[src/rtl/fpu_sp_pkg.sv]
// Shared definitions for the single-precision round/pack stage:
// operand classes, special result constants, exponent limits, flag layout.
package fpu_sp_pkg;

    typedef enum logic [1:0] {
        CLS_NORM = 2'd0,
        CLS_ZERO = 2'd1,
        CLS_INF  = 2'd2,
        CLS_NAN  = 2'd3
    } fp_cls_e;

    localparam logic [31:0] QNAN    = 32'h7FC0_0000;
    localparam int          BIAS    = 127;
    localparam int          EXP_MAX = 255;

    // Bit positions inside the 3-bit flags word {overflow, underflow, inexact}.
    localparam int FLAG_OVF = 2;
    localparam int FLAG_UNF = 1;
    localparam int FLAG_INX = 0;

    // Normalised significand plus rounding bits, as held between S1 and S2.
    typedef struct packed {
        logic        sign;
        fp_cls_e     cls;
        logic [23:0] sig;
        logic        guard;
        logic        sticky;
    } s1_payload_t;

endpackage

[src/rtl/fpu_sp_rne_round.sv]
// Combinational round-to-nearest-even on a 24-bit significand.
// On carry-out the significand is returned as 1.0 so the caller only
// has to bump the exponent.
module fpu_sp_rne_round (
    input  logic [23:0] sig_i,
    input  logic        guard_i,
    input  logic        sticky_i,
    output logic [23:0] sig_o,
    output logic        carry_o,
    output logic        inexact_o
);

    logic        inc;
    logic [24:0] sum;

    // Increment on guard when above half or on an exact tie with an odd LSB.
    // NOTE: combinational blocks use blocking '=' so later lines see the values computed above them.
    always_comb begin
        inc       = guard_i & (sticky_i | sig_i[0]);
        sum       = {1'b0, sig_i} + {24'd0, inc};
        carry_o   = sum[24];
        sig_o     = sum[24] ? 24'h80_0000 : sum[23:0];
        inexact_o = guard_i | sticky_i;
    end

endmodule

[src/rtl/fpu_sp_round_pack.sv]
// Two-stage normalize / round-and-pack back end of a single-precision
// multiplier. S1 aligns the 48-bit product and extracts guard/sticky,
// S2 rounds to nearest even and packs an IEEE-754 word with flags.
// Valid/ready handshake on both sides, full throughput, no bubbles needed.
module fpu_sp_round_pack
    import fpu_sp_pkg::*;
#(
    parameter int WIDTH = 32,
    parameter int EXP_W = 10
) (
    input  logic             clk,
    input  logic             rst,
    input  logic             in_valid,
    output logic             in_ready,
    input  logic             in_sign,
    input  logic [EXP_W-1:0] in_exp,
    input  logic [47:0]      in_mant,
    input  logic [1:0]       in_cls,
    output logic             out_valid,
    input  logic             out_ready,
    output logic [WIDTH-1:0] result,
    output logic [2:0]       flags
);

    localparam logic signed [EXP_W:0] ONE_S     = (EXP_W+1)'(1);
    localparam logic signed [EXP_W:0] ZERO_S    = '0;
    localparam logic signed [EXP_W:0] EXP_MAX_S = (EXP_W+1)'(EXP_MAX);

    // Pipeline control.
    logic s1_valid_q, s1_valid_d;
    logic s2_valid_q, s2_valid_d;
    logic s1_adv, s2_adv;

    // S1 state: normalised payload and exponent (one extra bit for the +1).
    s1_payload_t             s1_q, s1_d;
    logic signed [EXP_W:0]   s1_exp_q, s1_exp_d;

    // S2 state: packed result and flags.
    logic [WIDTH-1:0] result_q, result_d;
    logic [2:0]       flags_q, flags_d;

    // Rounder interface.
    logic [23:0]           rnd_sig;
    logic                  rnd_carry;
    logic                  rnd_inexact;
    logic signed [EXP_W:0] final_exp;
    logic signed [EXP_W:0] in_exp_ext;

    assign s2_adv    = !s2_valid_q || out_ready;
    assign s1_adv    = !s1_valid_q || s2_adv;
    assign in_ready  = !rst && s1_adv;
    assign out_valid = s2_valid_q;
    assign result    = result_q;
    assign flags     = flags_q;

    assign in_exp_ext = $signed({in_exp[EXP_W-1], in_exp});

    // S1 next state: capture and normalise a new product when S1 advances.
    always_comb begin
        s1_valid_d = s1_valid_q;
        s1_d       = s1_q;
        s1_exp_d   = s1_exp_q;
        if (s1_adv) begin
            s1_valid_d = in_valid;
            s1_d.sign  = in_sign;
            s1_d.cls   = fp_cls_e'(in_cls);
            if (in_mant[47]) begin
                s1_d.sig    = in_mant[47:24];
                s1_d.guard  = in_mant[23];
                s1_d.sticky = |in_mant[22:0];
                s1_exp_d    = in_exp_ext + ONE_S;
            end else begin
                s1_d.sig    = in_mant[46:23];
                s1_d.guard  = in_mant[22];
                s1_d.sticky = |in_mant[21:0];
                s1_exp_d    = in_exp_ext;
            end
        end
    end

    fpu_sp_rne_round u_rne_round (
        .sig_i     (s1_q.sig),
        .guard_i   (s1_q.guard),
        .sticky_i  (s1_q.sticky),
        .sig_o     (rnd_sig),
        .carry_o   (rnd_carry),
        .inexact_o (rnd_inexact)
    );

    assign final_exp = s1_exp_q + (rnd_carry ? ONE_S : ZERO_S);

    // S2 next state: pack the rounded value or a special-class constant.
    always_comb begin
        s2_valid_d = s2_valid_q;
        result_d   = result_q;
        flags_d    = flags_q;
        if (s2_adv) begin
            s2_valid_d = s1_valid_q;
            flags_d    = '0;
            unique case (s1_q.cls)
                CLS_ZERO: result_d = {s1_q.sign, 31'h0};
                CLS_INF:  result_d = {s1_q.sign, 8'hFF, 23'h0};
                CLS_NAN:  result_d = QNAN;
                default: begin
                    if (final_exp >= EXP_MAX_S) begin
                        result_d           = {s1_q.sign, 8'hFF, 23'h0};
                        flags_d[FLAG_OVF]  = 1'b1;
                        flags_d[FLAG_INX]  = 1'b1;
                    end else if (final_exp <= ZERO_S) begin
                        // No subnormal support: flush to signed zero.
                        result_d           = {s1_q.sign, 31'h0};
                        flags_d[FLAG_UNF]  = 1'b1;
                        flags_d[FLAG_INX]  = 1'b1;
                    end else begin
                        result_d           = {s1_q.sign, final_exp[7:0], rnd_sig[22:0]};
                        flags_d[FLAG_INX]  = rnd_inexact;
                    end
                end
            endcase
        end
    end

    // State registers; reset empties both stages and clears the output word.
    // NOTE: datapath registers are reset too so result/flags read as zero during reset, not just the valids.
    always_ff @(posedge clk or posedge rst) begin
        if (rst) begin
            s1_valid_q <= 1'b0;
            s2_valid_q <= 1'b0;
            s1_q       <= '0;
            s1_exp_q   <= '0;
            result_q   <= '0;
            flags_q    <= '0;
        end else begin
            // NOTE: sequential state uses non-blocking '<=' so every register samples pre-edge values.
            s1_valid_q <= s1_valid_d;
            s2_valid_q <= s2_valid_d;
            s1_q       <= s1_d;
            s1_exp_q   <= s1_exp_d;
            result_q   <= result_d;
            flags_q    <= flags_d;
        end
    end

endmodule
[config.mk]
export PLATFORM = sky130hd
export DESIGN_NAME = fpu_sp_round_pack
export DESIGN_NICKNAME = d
export VERILOG_FILES = /design/src/rtl/fpu_sp_pkg.sv /design/src/rtl/fpu_sp_rne_round.sv /design/src/rtl/fpu_sp_round_pack.sv
export SDC_FILE = /design/constraint.sdc
export NUM_CORES = 1
export LEC_CHECK = 0
export ABC_AREA = 1
export CAP_MARGIN = 20
export CORE_MARGIN = 5
export CORE_UTILIZATION = 40
export CTS_BUF_LIST = sky130_fd_sc_hd__clkbuf_8
export DETAILED_ROUTE_END_ITERATION = 10
export PLACE_DENSITY = 0.62
export SETUP_SLACK_MARGIN = 0.2
export SLEW_MARGIN = 10
export SYNTH_ARGS = -nofsm -noshare
export SYNTH_HDL_FRONTEND = slang
export SYNTH_HIERARCHICAL = 1
export SYNTH_SLANG_ARGS = --single-unit
[constraint.sdc]
create_clock -name clk -period 4.21 [get_ports clk]
set_input_delay 0.6315 -clock clk [delete_from_list [all_inputs] [get_ports clk]]
set_output_delay 0.6315 -clock clk [all_outputs]
set_load 0.03 [all_outputs]
==> flow_summary_export.csv <==
group,metric,value,unit
global_routing,antenna_found_initial,0,
run,maxCapViolCount,0,
critical_path,path_class,"register to register",
cts,cts_sinks,77,
cts,cts_tree,"done",
drt,drtPass1Iterations,4,
timing,tns,0,ns
critical_path,crit_required,4.51,ns
timing,finalSetupViolCount,0,
cts,post_cts_buffers,0,
critical_path,worstPathMaxFanout,23,
synth,syn_area,0.00460,sq mm
drt,vias,4326,
timing,worstMarginPinSlew,0.764,ns
cells_and_area,drive_gt1_share,7.95,%
global_routing,grt_start_max_net_pins,82,
critical_path,crit-reg2reg-launch,"s1_q[2]$_DFFE_PP0N_",
cells_and_area,syn2layout_area_growth,28.7,%
timing,setup_ws,0.644,ns
cts,htreeDepth,3,
floorplanning,io_pins,102,
global_routing,groute.usage.overall,18.4,%
synth,postSynthAreaPerCell,7.29,sq um
critical_path,reg2reg_depth,20,
drt,wl_per_cell,13.6,um
cts,worstSkewPairLatency,0.35,ns
timing,period_share,84.7,%
timing,fin_crit,3.57,ns
global_routing,grt_pass1_vias,4156,
cts,ctsResizeCount,0,
critical_path,arrival,3.86,ns
timing,clock_skew,0.0117,ns
drt,wirelength,11900,um
critical_path,regToRegEndpoint,"result[14]$_DFFE_PP0P_",
power,finalPower,0.00190,W
critical_path,regToRegSetupSlack,0.64,ns
timing,rsz0062_at_grt,"false",
drt,ant_nets,0,
place,gp_congestion,0.829,
global_routing,overflow,0,
global_routing,grt_pass1_wl,20100,um
hold_path,min-delay-start,"result[19]$_DFFE_PP0P_",
timing,finalHoldViolations,0,
timing,clock.fmax,280,MHz
drt,dr.first_iter.drc_count,350,
place,place_area,0.00573,sq mm
cells_and_area,fin_area,0.00592,sq mm
hold_path,whs_path_depth,2,
floorplanning,start_util,40.6,%
cts,root_buffer,"clkbuf_8",
place,hpwlAfterDp,9000,um
hold_path,min_path_type,"register to register",
floorplanning,dieHeight,117,um
cts,cts.clk_slew.worst_paths,0.08,ns
cells_and_area,final_nets,797,
drt,avgViaCountPerCell,4.96,
timing,relSlewSlack,49.1,%
cts,numCtsBuffers,9,
floorplanning,core_area,0.0113,sq mm
cts,clockBufferDepth,2,
place,io_buffer_count,101,
cts,hold_buffers,0,
drt,drc,0,
hold_path,holdPathEnd,"result[19]$_DFFE_PP0P_",
floorplanning,die_area,0.0137,sq mm
synth,yosys_warnings,6,
status,status,"complete, no violations",
timing,maxSlewViolCount,0,
critical_path,worst_setup_path_start_kind,"register",
cells_and_area,n_antenna_cell,0,
synth,synth_nets,701,
place,dp_slack,0.625,ns
critical_path,cp-end-kind,"register",
power,ir_drop,0.000160,V
power,p_leak,2.77,nW
floorplanning,die_w,117,um
floorplanning,rows,39,
power,p_per_area,320,mW/mm^2
synth,syn_inst,631,
==> critical path: stages, from the launching register on <==
cell	delay, ns
dfrtp_1	0.40
o21a_1	0.15
ha_1	0.17
nand2_2	0.10
nor2_4	0.17
nand2_2	0.08
nor2_2	0.12
nand2_2	0.11
nor2_8	0.18
ha_1	0.26
ha_1	0.21
nand2_2	0.11
nor2_2	0.13
nand3_1	0.09
nand2_2	0.22
nand2_1	0.13
nor2_4	0.17
nand2_4	0.10
nor2_8	0.35
nand3_1	0.16
nand2_1	0.09
==> how the worst max path moves through the flow <==
stage	startpoint	to	slack [ns]	cells past startpoint
2_1_floorplan	rst	in_ready	0.95	3
3_5_place_dp	s1_q[2]$_DFFE_PP0N_	result[14]$_DFFE_PP0P_	0.62	20
6_report	s1_q[2]$_DFFE_PP0N_	result[14]$_DFFE_PP0P_	0.64	20
4_1_cts	s1_q[2]$_DFFE_PP0N_	result[14]$_DFFE_PP0P_	0.61	20
3_3_place_gp	s1_q[2]$_DFFE_PP0N_	result[22]$_DFFE_PP0P_	0.82	20
5_1_grt	s1_q[2]$_DFFE_PP0N_	result[14]$_DFFE_PP0P_	0.31	20
==> registers in the layout, indices dropped and copies added, names as in the netlist <==
signal and count:
result 32, s1_q 29, s1_exp_q 11, flags 3, out_valid 1, s1_valid_q 1
==> where the power goes <==
group / total [W] / leakage [nW] / internal [W] / switching, W
logic: 0.000507 / 1.74 / 0.000209 / 0.000298
clock network: 0.000496 / 0.0899 / 0.000236 / 0.000260
registers: 0.000892 / 0.940 / 0.000812 / 0.0000802
total: 0.00190 / 2.77 / 0.00126 / 0.000638
==> cell type report <==
| cell class | count | area, sq um |
|---|---|---|
| sequential | 77 | 1930 |
| inverter | 50 | 188 |
| tap | 143 | 179 |
| clock inverter | 3 | 15.0 |
| clock buffer | 11 | 151 |
| timing repair buffer | 107 | 1080 |
| fill | 1168 | 5400 |
| multi-input combinational | 482 | 2380 |
==> stage by stage <==
stage | hold WS, ns | utilization (%) | std cells
final | 0.491 | 52.3 | 873
after global routing | 0.515 | 52.3 | 873
after CTS | 0.489 | 52.0 | 872
after detailed placement | 0.470 | 50.6 | 858
after global placement | 0.464 | 50.6 | 858
after floorplan | 0.464 | - | 631
==> layer usage <==
| metal | routed length [um] | GRT usage [%] |
|---|---|---|
| met5 | 0 | 0 |
| met4 | 112 | 4.97 |
| met3 | 719 | 4.42 |
| met2 | 4930 | 26.0 |
| met1 | 6140 | 28.0 |
==> cell usage in the layout (no fill, tap or decap), drive strengths merged <==
cell type	instances
nand2	210
clkdlybuf4s50	101
nor2	101
dfrtp	77
nand3	56
inv	51
a31oi	27
a21oi	17
o21ai	14
xor2	13
clkbuf	11
nand4	8
buf	6
nor4	5
ha	5
o21bai	4
xnor2	4
or2	3
nor3	3
o22ai	3
nand3b	2
clkinv	1
nor3b	1
o211ai	1
o31ai	1
a41oi	1
a22o	1
clkinvlp	1
o21a	1
and2	1
Note: power is estimated with default switching activity, not from simulation.
